===== src/rtl/sa_result_drain.sv =====
// Result drain for SA_CORE: buffers whole result vectors and serialises valid rows onto a valid/ready stream.
// Optional core stall counter built only when SA_DRAIN_STALLCNT_EN is defined.
module sa_result_drain #(
  parameter int unsigned ROWS   = 8,
  parameter int unsigned VDEPTH = 2,
  parameter int unsigned RIDX_W = 3
) (
  input  logic                         clk,
  input  logic                         rstn,
  input  logic [31:0]                  core_rout [0:ROWS-1],
  input  logic [0:ROWS-1]              core_rvalid,
  output logic                         core_outread,
  output logic [31:0]                  m_data,
  output logic [RIDX_W-1:0]            m_row,
  output logic                         m_valid,
  input  logic                         m_ready,
  output logic                         m_last,
  output logic [$clog2(VDEPTH+1)-1:0]  level,
  output logic [15:0]                  stall_cnt
);

  localparam int unsigned LVL_W = $clog2(VDEPTH + 1);
  localparam int unsigned PTR_W = (VDEPTH > 1) ? $clog2(VDEPTH) : 1;

  typedef enum logic {IDLE, DRAIN} state_e;

  logic [31:0]       ram_q [VDEPTH][ROWS];
  logic [ROWS-1:0]   msk_q [VDEPTH];
  logic [PTR_W-1:0]  head_q, head_d, tail_q, tail_d;
  logic [LVL_W-1:0]  level_q, level_d;
  logic [ROWS-1:0]   rem_q, rem_d, in_mask, sel_oh;
  logic [RIDX_W-1:0] sel_row;
  logic [31:0]       sel_data;
  logic              sel_found, single, full, push, pop;
  state_e            state_q, state_d;

  function automatic logic [PTR_W-1:0] next_ptr(input logic [PTR_W-1:0] p);
    return (p == PTR_W'(VDEPTH - 1)) ? '0 : p + 1'b1;
  endfunction

  always_comb begin
    in_mask = '0;
    for (int unsigned r = 0; r < ROWS; r++) in_mask[r] = core_rvalid[r];
  end

  assign full         = (level_q == LVL_W'(VDEPTH));
  assign core_outread = (|core_rvalid) && !full;
  assign push         = core_outread;
  assign level        = level_q;

  // Slot storage is deliberately left out of reset.
  always_ff @(posedge clk) begin
    if (push) begin
      for (int unsigned r = 0; r < ROWS; r++) ram_q[tail_q][r] <= core_rout[r];
      msk_q[tail_q] <= in_mask;
    end
  end

  always_comb begin
    sel_oh    = '0;
    sel_row   = '0;
    sel_data  = '0;
    sel_found = 1'b0;
    for (int unsigned r = 0; r < ROWS; r++) begin
      if (!sel_found && rem_q[r]) begin
        sel_found  = 1'b1;
        sel_oh[r]  = 1'b1;
        sel_row    = RIDX_W'(r);
        sel_data   = ram_q[head_q][r];
      end
    end
  end

  assign single = (rem_q != '0) && ((rem_q & (rem_q - ROWS'(1))) == '0);

  always_comb begin
    state_d = state_q;
    rem_d   = rem_q;
    pop     = 1'b0;
    m_valid = 1'b0;
    m_last  = 1'b0;
    m_row   = '0;
    m_data  = '0;
    case (state_q)
      IDLE: begin
        if (level_q != '0) begin
          rem_d   = msk_q[head_q];
          state_d = DRAIN;
        end
      end
      DRAIN: begin
        m_valid = 1'b1;
        m_row   = sel_row;
        m_data  = sel_data;
        m_last  = single;
        if (m_ready) begin
          rem_d = rem_q & ~sel_oh;
          if (single) begin
            pop = 1'b1;
            // With one vector left, the next head is the slot being written this cycle.
            if (level_q != LVL_W'(1))
              rem_d = msk_q[next_ptr(head_q)];
            else if (push)
              rem_d = in_mask;
            else
              state_d = IDLE;
          end
        end
      end
      default: state_d = IDLE;
    endcase
  end

  always_comb begin
    head_d  = pop  ? next_ptr(head_q) : head_q;
    tail_d  = push ? next_ptr(tail_q) : tail_q;
    level_d = level_q;
    case ({push, pop})
      2'b10:   level_d = level_q + 1'b1;
      2'b01:   level_d = level_q - 1'b1;
      default: level_d = level_q;
    endcase
  end

  always_ff @(posedge clk or negedge rstn) begin
    if (!rstn) begin
      state_q <= IDLE;
      rem_q   <= '0;
      head_q  <= '0;
      tail_q  <= '0;
      level_q <= '0;
    end else begin
      state_q <= state_d;
      rem_q   <= rem_d;
      head_q  <= head_d;
      tail_q  <= tail_d;
      level_q <= level_d;
    end
  end

`ifdef SA_DRAIN_STALLCNT_EN
  logic [15:0] stall_q;

  always_ff @(posedge clk or negedge rstn) begin
    if (!rstn)
      stall_q <= '0;
    else if ((|core_rvalid) && full && (stall_q != '1))
      stall_q <= stall_q + 16'd1;
  end

  assign stall_cnt = stall_q;
`else
  assign stall_cnt = '0;
`endif

endmodule


===== config.mk =====
export PLATFORM = sky130hd
export DESIGN_NAME = sa_result_drain
export DESIGN_NICKNAME = d
export VERILOG_FILES = /design/src/rtl/sa_result_drain.sv
export SDC_FILE = /design/constraint.sdc
export NUM_CORES = 1
export LEC_CHECK = 0
export ABC_AREA = 0
export CORE_ASPECT_RATIO = 1.4
export CORE_MARGIN = 10
export CORE_UTILIZATION = 30
export DETAILED_ROUTE_END_ITERATION = 8
export PLACE_DENSITY = 0.48
export SETUP_SLACK_MARGIN = 0.15
export SYNTH_ARGS = -nofsm -noshare
export SYNTH_HDL_FRONTEND = slang
export SYNTH_SLANG_ARGS = --single-unit

===== constraint.sdc =====
create_clock -name clk -period 12.2 [get_ports clk]
set_clock_uncertainty 0.1 [all_clocks]
set_input_delay 1.22 -clock clk [delete_from_list [all_inputs] [get_ports clk]]
set_output_delay 1.22 -clock clk [all_outputs]
set_load 0.02 [all_outputs]

# Yosys cells after proc, flatten, opt, wreduce, memory -nomap -nowiden
# Memory sizes are Yosys's and may differ from the RTL's.
# Cells that the tools add are included.
# Widths: inputs -> output; s select.
# word_totals
regBits	13
ramBits	528
in_bits	267
out_inout_bits	56
memories	2
# op_classes
addsub	5
eq_ne	6
mux	52
bitwise_logic	4
reduce_logical	23
# mem_list
name	depth	word_bits	rd	rd_clocked_by_memory_dff	write_ports	line	rtl
ram_q	2	256	1	0	1	27	logic [31:0] ram_q [VDEPTH][ROWS];
msk_q	2	8	2	0	1	28	logic [ROWS-1:0] msk_q [VDEPTH];
# op_table
cell	count
$mux 32	9
$mux 8	5
$mux 1	28
$mux 3	7
$and 8x8->8	2
$pmux 8 s2	1
$logic_and 1x1->1	9
$logic_not 1->1	8
$logic_not 8->1	1
$not 8->8	1
$reduce_bool 8->1	1
$reduce_or 8->1	1
$sub 8x1->8 const B	1
$eq 2x2->1 const B	2
$ne 2x2->1 const B	2
$pmux 2 s2	1
$reduce_bool 2->1	2
$add 1x1->1 const B	2
$add 2x1->2 const B	1
$eq 2x1->1 const B	1
$ne 2x1->1 const B	1
$pmux 1 s2	1
$reduce_and 2->1	1
$sub 2x1->2 const B	1
$not 1->1	1

# Longest topological paths before layout
# depth
ltp_word	29
depth_mapped	11

# Worst setup path before layout
# OpenSTA, ideal clock, no wires.
# synth_path
path_type	input-to-reg
start	input core_rvalid[6] (netlist name)
end	memory msk_q[0][0], enable pin
setup_ns	0.895
arrival_time_ns	12.555
path_slack_ns	-1.350
cell_stages	4
cell_sequence	nor4_1 -> a21o_1 -> clkbuf_1 -> nor2_1
# synth_between
elab_chain_len	4
# synth_rtl
element	line	rtl
start: declaration	11	input logic [0:ROWS-1] core_rvalid,
$reduce_or 8->1	47	assign core_outread = (|core_rvalid) && !full;
$logic_and 1x1->1	47	
$mux 1	53	if (push) begin
$mux 1 (implied by the code)	55	msk_q[tail_q] <= in_mask;
end: declaration	28	
# No other way between the ends.

# Worst setup path in the final report
# layout_path
start	register head_q
end	output m_data[23]
# layout_between
elab_chain_len	10
# layout_rtl
element	line	rtl
start: declaration	29	logic [PTR_W-1:0] head_q, head_d, tail_q, tail_d;
start signal: assignment	129	head_q <= '0;
start signal: assignment	135	head_q <= head_d;
$mem_v2 2x256 (*)	-	
$mux 32 (7 in series)	65	if (!sel_found && rem_q[r]) begin
$mux 32 (*)	65	
$mux 32 (*)	84	case (state_q)
end: declaration	13	output logic [31:0] m_data,
# Every way passes the cells marked *; elsewhere a longest branch is shown, timed or not.

==> results.py <==
metrics = {
    "clock_network": {
        "cts_tree": "yes",
        "insertion_delay_ns": 0.60,
        "post_cts_resized": 0,
        "cts_htree_levels": 2,
        "root_buffer": "clkbuf_16",
        "post_cts_buffers": 0,
        "cts_buffers": 55,
        "cts.sinks": 541,
        "clk_path_buf_depth": 3,
        "clk_pin_slew_ns": 0.06,
        "cts-hold-fix-buffers": 0,
    },
    "critical_path": {
        "crit_cells": 8,
        "start_kind": "flop",
        "crit_chain": "buf_12 -> buf_4 -> mux2i_1 -> nand2_1 -> nand2_1 -> a22oi_1 -> o211a_1 -> clkdlybuf4s50_1",
        "cp_slowest_cell": "dfrtp_4",
        "crit_fanout": 126,
        "cp_common_cell": "nand2_1",
        "crit_path_end_kind": "output port",
        "cp_num_buf_inv": 3,
        "worst-r2r-cell-count": 6,
        "required_ns": 10.88,
        "crit_family": "buffers and inverters",
        "r2r_slack_ns": 8.67,
        "r2r-start": "level[0]$_DFFE_PN0P_",
        "cp_data_arrival_time_ns": 5.13,
        "max_stage_delay_ns": 1.05,
        "path_class": "reg2out",
        "r2r-end": "ram_q[0][18]$_DFFE_PP_",
    },
    "die": {
        "start_util_pct": 30.4,
        "core-area_mm2": 0.0729,
        "row_count": 117,
        "ios": 323,
        "dieArea_mm2": 0.0852,
        "die_y_um": 341,
        "dieWidth_um": 250,
    },
    "route": {
        "wl_um": 64000,
        "drtIter0Drc": 705,
        "dr_total_vias": 12751,
        "drc": 0,
        "viasPerCell": 4.81,
        "wl_per_cell_um": 24.1,
        "ant_nets": 0,
        "firstDrtPassIters": 5,
    },
    "placed_design": {
        "place.gp.congestion": 0.755,
        "dp_cells": 2546,
        "io_buffers": 306,
        "place.detailed.hpwl_um": 41400,
        "pre_cts_slack_ns": 6.38,
    },
    "sta": {
        "fin_crit_sh_pct": 52.8,
        "drv_slew": 0,
        "worst_slack_ns": 5.75,
        "setup_viol_count_final": 0,
        "max_slew_margin_pct": 20.5,
        "fin_setup_tns_ns": 0,
        "rsz0062_at_grt": "no",
        "finalHoldViolCount": 0,
        "finalCriticalPeriod_ns": 6.45,
        "tightestPinTransition_ns": 1.19,
        "max_freq_ghz": 0.155,
    },
    "grt": {
        "grt_pass1_wl_um": 92100,
        "track_usage_pct": 14.4,
        "antenna_found_initial": 10,
        "grt_max_degree": 153,
        "grt_pass1_vias": 13319,
        "grt_overflow": 0,
    },
    "power": {
        "power.leakage_nw": 10.0,
        "power_mw": 7.86,
        "ir_worst_vdd_v": 0.000229,
        "power_density_mw_per_mm2": 282,
    },
    "hold_path": {
        "worstHoldStart": "level[0]$_DFFE_PN0P_",
        "hold_class": "reg2reg",
        "hold_end": "level[0]$_DFFE_PN0P_",
        "whs_path_depth": 1,
    },
    "synth": {
        "yosysSeqAreaShare_pct": 73.1,
        "synth_compound_area_share_pct": 7.47,
        "synth_cells": 1358,
        "synth_fa_ha_area_share_pct": 0.271,
        "synth_flop_cell": "edfxtp_1",
        "synth_edf_count": 528,
        "synthSimpleGateAreaFrac_pct": 3.90,
        "synth_top_family_by_area": "multiplexers",
        "synth.area.mux_share_pct": 12.6,
        "syn_area_per_cell_um2": 16.3,
        "netlist_area_mm2": 0.0221,
        "yosysUniqueCellTypes": 56,
        "synthXorXnorAreaFrac_pct": 0.158,
        "ys.warnings.count": 0,
        "async_flop_share_pct": 2.40,
        "synth-seq-cells": 541,
    },
    "cells_and_area": {
        "fillers": 6817,
        "final_cells": 2650,
        "area_growth_pct": 26.0,
        "final_layout_size_suffix_gt1_share_pct": 8.91,
        "nets": 1922,
        "final_util_pct": 38.2,
        "mostFrequentLayoutCells": "edfxtp_1, clkdlybuf4s50_1, mux2i_1, nand2_1, clkbuf_16",
        "layout_commonest_cell": "edfxtp_1",
    },
    "status": {
        "status": "finished clean",
    },
    "flow_run": {
        "max_cap_violations": 0,
    },
}
[flip-flops by register name (all words and copies together), names as in the netlist]
register  count
ram_q       512
msk_q        16
rem_q         8
level         2
head_q        1
state_q       1
tail_q        1
[metal layers]
layer	track usage [%]	share of wire, %	vias to the layer above	routed length (µm)
met5	0	0.058	-	37
met4	4.14	2.4	6	1530
met3	3.46	5.1	96	3280
met2	24.8	50	323	31900
met1	17.7	43	6424	27200
li1	-	-	5902	-
[cell families (layout without fill, tap and decap cells)]
kind of cell             Yosys count  count (layout)
buffers and inverters            108             430
adder cells (fa/ha/maj)            5               5
multiplexers                     273             273
AO/OA/AOI/OAI                    242             242
flip-flops                       541             541
XOR/XNOR                           4               4
other                              1              19
AND/OR/NAND/NOR                  184             184
[worst reg2reg max path, cell delays in order, from the launching register on]
cell and delay (ns):
dfrtp_1 0.41, inv_1 0.08, ha_1 0.25, a21o_1 0.31, nor2_4 0.46, buf_4 0.57
buf_4 0.90
[final cells by class]
cell class                 count  area [µm²]  share of cell area, %
tap                          952        1190                   4.27
clock buffer                  74        1530                   5.49
timing repair buffer         323        3230                   11.6
inverter                       6        22.5                 0.0808
multi-input combinational    724        5470                   19.6
antenna                        3        7.51                 0.0269
clock inverter                27         241                  0.866
sequential                   541       16200                   58.1
[synthesized netlist by cell type, types with 2 or more instances]
cell type | count | share of area [%]
a31o_2 | 3 | 0.12
ha_1 | 4 | 0.23
buf_6 | 7 | 0.36
a2111oi_0 | 2 | 0.079
a21boi_0 | 2 | 0.068
buf_1 | 9 | 0.15
nand2_1 | 76 | 1.3
edfxtp_1 | 528 | 72
a21o_1 | 4 | 0.14
a31oi_1 | 3 | 0.085
buf_2 | 19 | 0.43
clkbuf_1 | 47 | 0.80
or2_2 | 2 | 0.057
and2_1 | 3 | 0.085
buf_4 | 20 | 0.68
dfrtp_1 | 13 | 1.5
mux2i_1 | 237 | 11
nor2b_1 | 2 | 0.057
o22ai_1 | 34 | 0.96
o211a_1 | 32 | 1.4
xnor2_1 | 3 | 0.12
o21ai_0 | 46 | 1.0
o21a_1 | 3 | 0.10
nor4_1 | 3 | 0.085
nor3_1 | 36 | 0.81
or3_1 | 3 | 0.085
o211ai_1 | 35 | 1.2
clkinv_1 | 2 | 0.034
or2_1 | 2 | 0.057
a21oi_1 | 39 | 0.88
and3_1 | 4 | 0.11
nand3b_1 | 3 | 0.10
a22oi_1 | 32 | 1.1
nor2_1 | 40 | 0.68
inv_1 | 4 | 0.068
mux2_2 | 36 | 1.8
[worst max path at each step]
stage / from / end
3_3_place_gp: head_q$_DFFE_PN0P_ / m_data[1]
2_1_floorplan: core_rvalid[6] / msk_q[0][0]$_DFFE_PP_
3_5_place_dp: head_q$_DFFE_PN0P_ / m_data[23]
6_report: head_q$_DFFE_PN0P_ / m_data[23]
4_1_cts: head_q$_DFFE_PN0P_ / m_data[23]
5_1_grt: head_q$_DFFE_PN0P_ / m_data[23]
[where the power goes]
part | total [mW] | internal [mW] | switching, mW
sequential | 3.20 | 2.97 | 0.227
combinational | 2.98 | 1.16 | 1.82
clock | 1.67 | 0.961 | 0.714
[metrics by stage]
step | hold slack [ns] | instance area [µm²]
6_report | 0.441 | 27900
5_1_grt | 0.481 | 27900
4_1_cts | 0.447 | 27900
3_5_place_dp | 0.434 | 26100
3_3_place_gp | 0.427 | 26100
2_1_floorplan | 0.378 | 22200
No activity file was read; power rests on OpenSTA's default activity.
